[src/rtl/fifo_pkg.sv]
// Shared constants and types for the 4-deep FIFO control slice.
package fifo_pkg;

  localparam int DEPTH = 4;
  localparam int PTR_W = 2;
  localparam int CNT_W = 4;

  typedef logic [PTR_W-1:0] ptr_t;
  typedef logic [CNT_W-1:0] cnt_t;

endpackage

[src/rtl/rr_arb2.sv]
// Two-requester round-robin arbiter. With both requests eligible, the
// requester that did not win the previous grant wins this one.
module rr_arb2
  import fifo_pkg::*;
(
  input  logic       clk,
  input  logic       reset,
  input  logic [1:0] req,
  input  logic       enable,
  output logic [1:0] gnt
);

  logic       last_gnt_reg;
  logic       last_gnt_next;
  logic [1:0] elig;

  // A request is eligible only with space available and reset released.
  generate
    for (genvar gi = 0; gi < 2; gi++) begin : g_elig
      assign elig[gi] = req[gi] & enable & reset;
    end
  endgenerate

  // Grant decode; last_gnt follows the winner only when a grant is issued.
  always_comb begin
    gnt           = 2'b00;
    last_gnt_next = last_gnt_reg;
    case (elig)
      2'b01:   gnt = 2'b01;
      2'b10:   gnt = 2'b10;
      2'b11:   gnt = last_gnt_reg ? 2'b01 : 2'b10;
      default: gnt = 2'b00;
    endcase
    if (|gnt) begin
      last_gnt_next = gnt[1];
    end
  end

  // Round-robin history; reset value 1 lets producer 0 win first contention.
  always_ff @(posedge clk) begin
    if (!reset) begin
      last_gnt_reg <= 1'b1;
    end else begin
      last_gnt_reg <= last_gnt_next;
    end
  end

endmodule

[src/rtl/fifo_arb_ctrl.sv]
// Control block for a 4-deep FIFO: shares the write port between two
// producers, sequences storage pointers, tracks occupancy and flags.
module fifo_arb_ctrl
  import fifo_pkg::*;
#(
  parameter int DEPTH = fifo_pkg::DEPTH,
  parameter int PTR_W = fifo_pkg::PTR_W,
  parameter int CNT_W = fifo_pkg::CNT_W
) (
  input  logic             clk,
  input  logic             reset,
  input  logic             req0,
  input  logic             req1,
  output logic             gnt0,
  output logic             gnt1,
  output logic             wr_en,
  output logic             wr_sel,
  output logic [PTR_W-1:0] wr_addr,
  input  logic             rd_req,
  output logic             rd_en,
  output logic [PTR_W-1:0] rd_addr,
  output logic             rd_valid,
  output logic [CNT_W-1:0] count,
  output logic             full,
  output logic             empty,
  output logic             udf_err,
  input  logic             err_clr
);

  localparam logic [CNT_W-1:0] CNT_ONE  = 1;
  localparam logic [CNT_W-1:0] CNT_FULL = CNT_W'(DEPTH);
  localparam logic [PTR_W-1:0] PTR_ONE  = 1;

  logic [PTR_W-1:0] wr_ptr_reg, wr_ptr_next;
  logic [PTR_W-1:0] rd_ptr_reg, rd_ptr_next;
  logic [CNT_W-1:0] count_reg, count_next;
  logic             rd_valid_reg;
  logic             udf_err_reg, udf_err_next;
  logic [1:0]       gnt;

  // Flags come from the registered count, so a pop never frees space
  // in its own cycle and a push never enables a pop in its own cycle.
  assign full  = (count_reg == CNT_FULL);
  assign empty = (count_reg == '0);

  rr_arb2 u_arb (
    .clk    (clk),
    .reset  (reset),
    .req    ({req1, req0}),
    .enable (~full),
    .gnt    (gnt)
  );

  assign gnt0     = gnt[0];
  assign gnt1     = gnt[1];
  assign wr_en    = gnt[0] | gnt[1];
  assign wr_sel   = gnt[1];
  assign rd_en    = rd_req & ~empty & reset;
  assign wr_addr  = wr_ptr_reg;
  assign rd_addr  = rd_ptr_reg;
  assign count    = count_reg;
  assign rd_valid = rd_valid_reg;
  assign udf_err  = udf_err_reg;

  // Next-state for pointers, occupancy and the sticky underflow flag.
  always_comb begin
    wr_ptr_next  = wr_ptr_reg;
    rd_ptr_next  = rd_ptr_reg;
    count_next   = count_reg;
    udf_err_next = udf_err_reg;
    if (wr_en) begin
      wr_ptr_next = wr_ptr_reg + PTR_ONE;
    end
    if (rd_en) begin
      rd_ptr_next = rd_ptr_reg + PTR_ONE;
    end
    case ({wr_en, rd_en})
      2'b10:   count_next = count_reg + CNT_ONE;
      2'b01:   count_next = count_reg - CNT_ONE;
      default: count_next = count_reg;
    endcase
    // Set has priority over clear when both happen together.
    if (rd_req && empty) begin
      udf_err_next = 1'b1;
    end else if (err_clr) begin
      udf_err_next = 1'b0;
    end
  end

  // State registers; reset discards everything offered in that cycle.
  always_ff @(posedge clk) begin
    if (!reset) begin
      wr_ptr_reg   <= '0;
      rd_ptr_reg   <= '0;
      count_reg    <= '0;
      rd_valid_reg <= 1'b0;
      udf_err_reg  <= 1'b0;
    end else begin
      wr_ptr_reg   <= wr_ptr_next;
      rd_ptr_reg   <= rd_ptr_next;
      count_reg    <= count_next;
      rd_valid_reg <= rd_en;
      udf_err_reg  <= udf_err_next;
    end
  end

endmodule

[config.mk]
export PLATFORM = sky130hd
export DESIGN_NAME = fifo_arb_ctrl
export DESIGN_NICKNAME = d
export VERILOG_FILES = /design/src/rtl/fifo_pkg.sv /design/src/rtl/rr_arb2.sv /design/src/rtl/fifo_arb_ctrl.sv
export SDC_FILE = /design/constraint.sdc
export NUM_CORES = 1
export LEC_CHECK = 0
export ABC_AREA = 1
export BUFFER_PORTS_ARGS = -buffer_cell sky130_fd_sc_hd__buf_2
export CAP_MARGIN = 20
export CELL_PAD_IN_SITES_DETAIL_PLACEMENT = 1
export CELL_PAD_IN_SITES_GLOBAL_PLACEMENT = 1
export CORE_MARGIN = 5
export CORE_UTILIZATION = 32
export DETAILED_ROUTE_END_ITERATION = 16
export HOLD_SLACK_MARGIN = 0.12
export PLACE_DENSITY_LB_ADDON = 0.08
export SLEW_MARGIN = 20
export SYNTH_ARGS = -nofsm -noshare
export SYNTH_HDL_FRONTEND = slang
export SYNTH_SLANG_ARGS = --single-unit
[constraint.sdc]
create_clock -name clk -period 2.14 [get_ports clk]
set_input_delay 0.321 -clock clk [delete_from_list [all_inputs] [get_ports clk]]
set_output_delay 0.321 -clock clk [all_outputs]
set_load 0.01 [all_outputs]
* After elaboration in Yosys (flattened, before gate mapping)
Index checks and enable logic that the tools add are counted.
Storage, ports and cells: bits in registers 11, word-level logic and storage cells 35, input bits 6
Operators by class: mux-type cells 5, bitwise gates (word level) 9, equality and inequality tests 6, reductions and logical operators 5, add/sub/neg operators 4
Operator list (number):
- 4-bit one-hot mux with 2 select lines | 1
- 1-bit bitwise AND | 6
- 2-bit == test (second input constant) | 3
- 2-bit one-hot mux with 3 select lines | 1
- 2-bit by 1-bit adder with 2-bit output (second input constant) | 2
- 4-bit by 1-bit adder with 4-bit output (second input constant) | 1
- 2-bit by 1-bit == test with 1-bit output (second input constant) | 2
- 4-bit by 3-bit == test with 1-bit output (second input constant) | 1
- 4-bit zero test | 1
- 2-bit nonzero test | 2
- 4-bit by 1-bit subtractor with 4-bit output (second input constant) | 1
- 1-bit two-way mux | 2
- 2-bit two-way mux | 1
- 1-bit inverter | 2
- 2-bit OR reduction | 1
- 1-bit logical AND | 1
- 1-bit OR | 1

* Depth between registers and ports, before layout
depth in word-level cells 9, mapped depth 13, mapped depth without buffers 13

* Hierarchy
A second synthesis with hierarchy kept.
Unflattened totals: cells, all modules 85, area total of the unflattened synthesis 596.8 um^2
By module, submodules not included:
- fifo_arb_ctrl | cells each 73, sequential area each 200.2 um^2, instances 1, area an instance 528.0 um^2
- rr_arb2 | cells each 12, sequential area each 20.0 um^2, instances 1, area an instance 68.8 um^2

* Worst setup path after synthesis
No wires, ideal clock.
path kind register to register, from register count_reg[3] (netlist: count[3]), to register count_reg[2] (netlist: count[2]), data arrival time 1.936 ns, path slack 0.091 ns, cell stages (with the launch flop) 11, buffers on the path 0, library setup time 0.113 ns, cell sequence dfxtp_1 -> inv_2 -> nand3_1 -> nand2_1 -> nor2_1 -> ha_1 -> inv_1 -> fa_1 -> xnor2_1 -> o21ai_1 -> inv_1
Between the ends: elaborated cells on any way between the ends 19
RTL lines:
- from (decl) | RTL line fifo_arb_ctrl.sv:36 | logic [CNT_W-1:0] count_reg, count_next;
- from (signal assigned) | RTL line fifo_arb_ctrl.sv:101 | count_reg <= count_next;
- 4-bit zero test (*) | RTL line fifo_arb_ctrl.sv:44 | assign empty = (count_reg == '0);
- 1-bit inverter (*) | RTL line fifo_arb_ctrl.sv:58 | assign rd_en = rd_req & ~empty & reset;
- 1-bit bitwise AND (*) (2 in series) | RTL line fifo_arb_ctrl.sv:58
- via rd_en | RTL line fifo_arb_ctrl.sv:20 | output logic rd_en,
- 2-bit by 1-bit == test with 1-bit output or 2-bit == test (tied branches) | RTL line fifo_arb_ctrl.sv:77 | case ({wr_en, rd_en})
- 4-bit one-hot mux with 2 select lines or 2-bit nonzero test (tied branches)
Mark *: on every way through the listed nets, which the timed path passes. The rest lies on a longest branch. A chain may end at the register's enable or synchronous reset.

* Final worst setup path
from register count_reg[0] (netlist: count[0]), to register count_reg[3] (netlist: count[3])
Between the ends: longest elaborated chain between the ends 9, elaborated cells on any way between the ends 21
Ends and longest elaborated chain:
- 4-bit by 3-bit == test with 1-bit output | RTL line fifo_arb_ctrl.sv:43 | assign full = (count_reg == CNT_FULL);
- 1-bit inverter | RTL line fifo_arb_ctrl.sv:50 | .enable (~full),
- 1-bit bitwise AND (2 in series) | RTL line rr_arb2.sv:20 | assign elig[gi] = req[gi] & enable & reset;
- 2-bit == test or 2-bit by 1-bit == test with 1-bit output (tied branches) | RTL line rr_arb2.sv:28 | case (elig)
- 2-bit one-hot mux with 3 select lines | RTL line rr_arb2.sv:28
- 1-bit OR | RTL line fifo_arb_ctrl.sv:56 | assign wr_en = gnt[0] | gnt[1];
- 2-bit by 1-bit == test with 1-bit output or 2-bit == test (tied branches) | RTL line fifo_arb_ctrl.sv:77
- 4-bit one-hot mux with 2 select lines or 2-bit nonzero test (tied branches)
Several ways; a longest one is shown, not always the timed one.

==> metrics.cfg <==
[route]
routed_via_density=4.42
drtAntennaViolNets=0
drt_wl_total_mm=1.57
vias=623
drc=0
wl_per_cell_um=11.1
drt_first_pass_iters=2
drt-initial-drc-count=2

[clock_network]
clk-insertion-delay-late_ps=270
clock_tree.buffer_depth=2
cts.sinks=11
postCtsHoldBufs=0
worst_setup_hold_path_clk_slew_ps=80
cts_tree=yes
tritoncts.num_buffers=3
clk_root_buffer_cell=clkbuf_4
htree_depth=1

[synth]
synthesis.area_um2=621
ffs_latches_synth=11
syn_nets=93
seq_area_frac_synth_pct=35.5
postSynthCellCount=83
yosysWarnings=0
syn-mean-instance-area_um2=7.48
yosys_cell_types=19

[critical_path]
critical_path_required_ps=2340
timing.critical_path.slowest_cell_delay_ps=330
cp_top_family=simple AND/OR/NAND/NOR gates
buffers_inverters_on_critical_path=0
crit_chain=nor2_2, nand3_1, nand2_1, nor2_1, ha_2, ha_1, nand2_1, nand2_1, nor2_1, nand2_1, nand2_1, nand2_1, a21oi_1
cp_slowest_cell=ha_1
r2r_slack_ps=280
start_kind=register
crit_type=reg2reg
r2r_start=count[0]$_SDFFE_PN0P_
crit_start=count[0]$_SDFFE_PN0P_
setup.worst_path.end_class=register
critical_path_arrival_ps=2060
crit_fanout=4
critical_path.most_common_cell=nand2_1

[run_status]
run_status=finished clean

[floorplanning]
area_enclosed_by_the_die_boundary_um2=2920
floorplan.core_area_um2=1900
row_count=16
die_width_um=54.0
initial_utilization_pct=32.6
die-height_um=54.0
top_level_ports=23

[grt]
globalRoute.totalOverflow=0
grt_antenna_before_repair=0
grt_max_degree=9
grtUsageTotal_pct=12.0
first_global_vias=624
wire_length_of_the_first_global_routing_pass_mm=2.55

[timing]
slew-limit-headroom_pct=88.6
sum_of_negative_setup_slack_ps=0
rsz0062_at_grt=false
layout_worst_path_cycle_share_pct=87.0
number_of_hold_violations_in_the_final_report=0
layout_setup_ws_ps=279
final_max_slew_viol_count=0
tightest_slew_ps=171
hold-worst-slack_ps=294
clock_skew_ps=2.33
fmax_mhz=537
setup_violations=0
timing.final.crit_period_ps=1860

[final_layout]
post-route-cell-area_um2=832
commonest_cells_after_routing_fill_and_taps_aside=buf_2, nand2_1, inv_1
antenna-diode-count=0
largest_register_ffs=4
synthToLayoutAreaGrowth_pct=34.1
final_layout_size_suffix_gt1_share_pct=36.0
layout_commonest_cell=buf_2
finalNetCount=125

[placement]
detailed_place_hpwl_mm=1.29
placement.io_buffers=22
placedInstanceArea_um2=795
dp_slack_ps=81.8
gpl.final_weighted_congestion=0.782

[pwr]
power.density_nw_per_um2=1020
ir_drop_mv=0.477
cellLeakagePower_uw=0.000452

[job]
max_cap_violations=0

[worst_hold_path]
worstHoldPathType=in2reg
hold_path_startpoint=err_clr

final cells by class:
| class | count | area [um^2] |
|---|---|---|
| Tap cell | 27 | 33.8 |
| Multi-Input combinational cell | 56 | 339 |
| Clock buffer | 4 | 26.3 |
| Fill cell | 266 | 1070 |
| Sequential cell | 11 | 221 |
| Inverter | 15 | 56.3 |
| Timing Repair Buffer | 28 | 155 |
cell families after synthesis:
| kind of cell | share of synthesized area [%] |
|---|---|
| AO/OA/AOI/OAI | 12.5 |
| XOR/XNOR | 7.06 |
| adder cells (fa/ha/maj) | 9.27 |
| buffers and inverters | 10.3 |
| flip-flops | 35.5 |
| AND/OR/NAND/NOR | 25.4 |
cell usage after synthesis (all sizes together):
library cell  instances  share of area (%)
o21ai                 5                4.0
nand2                16                9.7
a21oi                 9                7.3
dfxtp                11                 35
or2                   1                1.0
fa                    1                3.2
xnor2                 2                2.8
o21bai                1                1.2
xor2                  3                4.2
ha                    3                6.0
buf                   1                1.2
inv                  15                9.1
nand3                 8                 10
nor2                  7                4.6
worst reg2reg max path: cells and delay by family (launching register included):
| kind | cells | cell delay, ps |
|---|---|---|
| and+or+nand+nor | 10 | 820 |
| DFF | 1 | 320 |
| AOI/OAI and AO/OA | 1 | 110 |
| adders and majority gates | 2 | 540 |
metrics by stage:
step	utilization, %	cells	total power, uW
global route	43.8	141	922
finish	43.8	141	847
CTS	43.2	140	856
global placement	41.8	136	694
floorplan	-	83	537
detailed placement	41.8	136	706
timing repair:
action | in CTS | in global routing
buffers inserted | 0 | 1
resized for setup | 0 | 2
setup endpoints to repair | 0 | 2
report_power, final:
part | internal, uW | leakage (uW) | switching (uW) | total, uW
Clock | 72.0 | 0.0000150 | 74.2 | 146
Combinational | 181 | 0.000346 | 234 | 415
Sequential | 251 | 0.0000910 | 34.0 | 285
path summary, 6_finish.rpt:
path | endpoint | cells past startpoint
max | count[3]$_SDFFE_PN0P_ | 13
min reg2reg | udf_err$_SDFFE_PN0P_ | 2
min | udf_err$_SDFFE_PN0P_ | 4
max reg2reg | count[3]$_SDFFE_PN0P_ | 13
routing by layer:
metal  vias to the layer above  GRT usage, %  share of wire (%)
li1                        323             -                  -
met1                       285          15.1                 47
met2                        13          19.0                 48
met3                         2          2.77                4.1
met4                         0          6.22               0.64
met5                         -             0                  0
(Power assumes the default switching activity.)
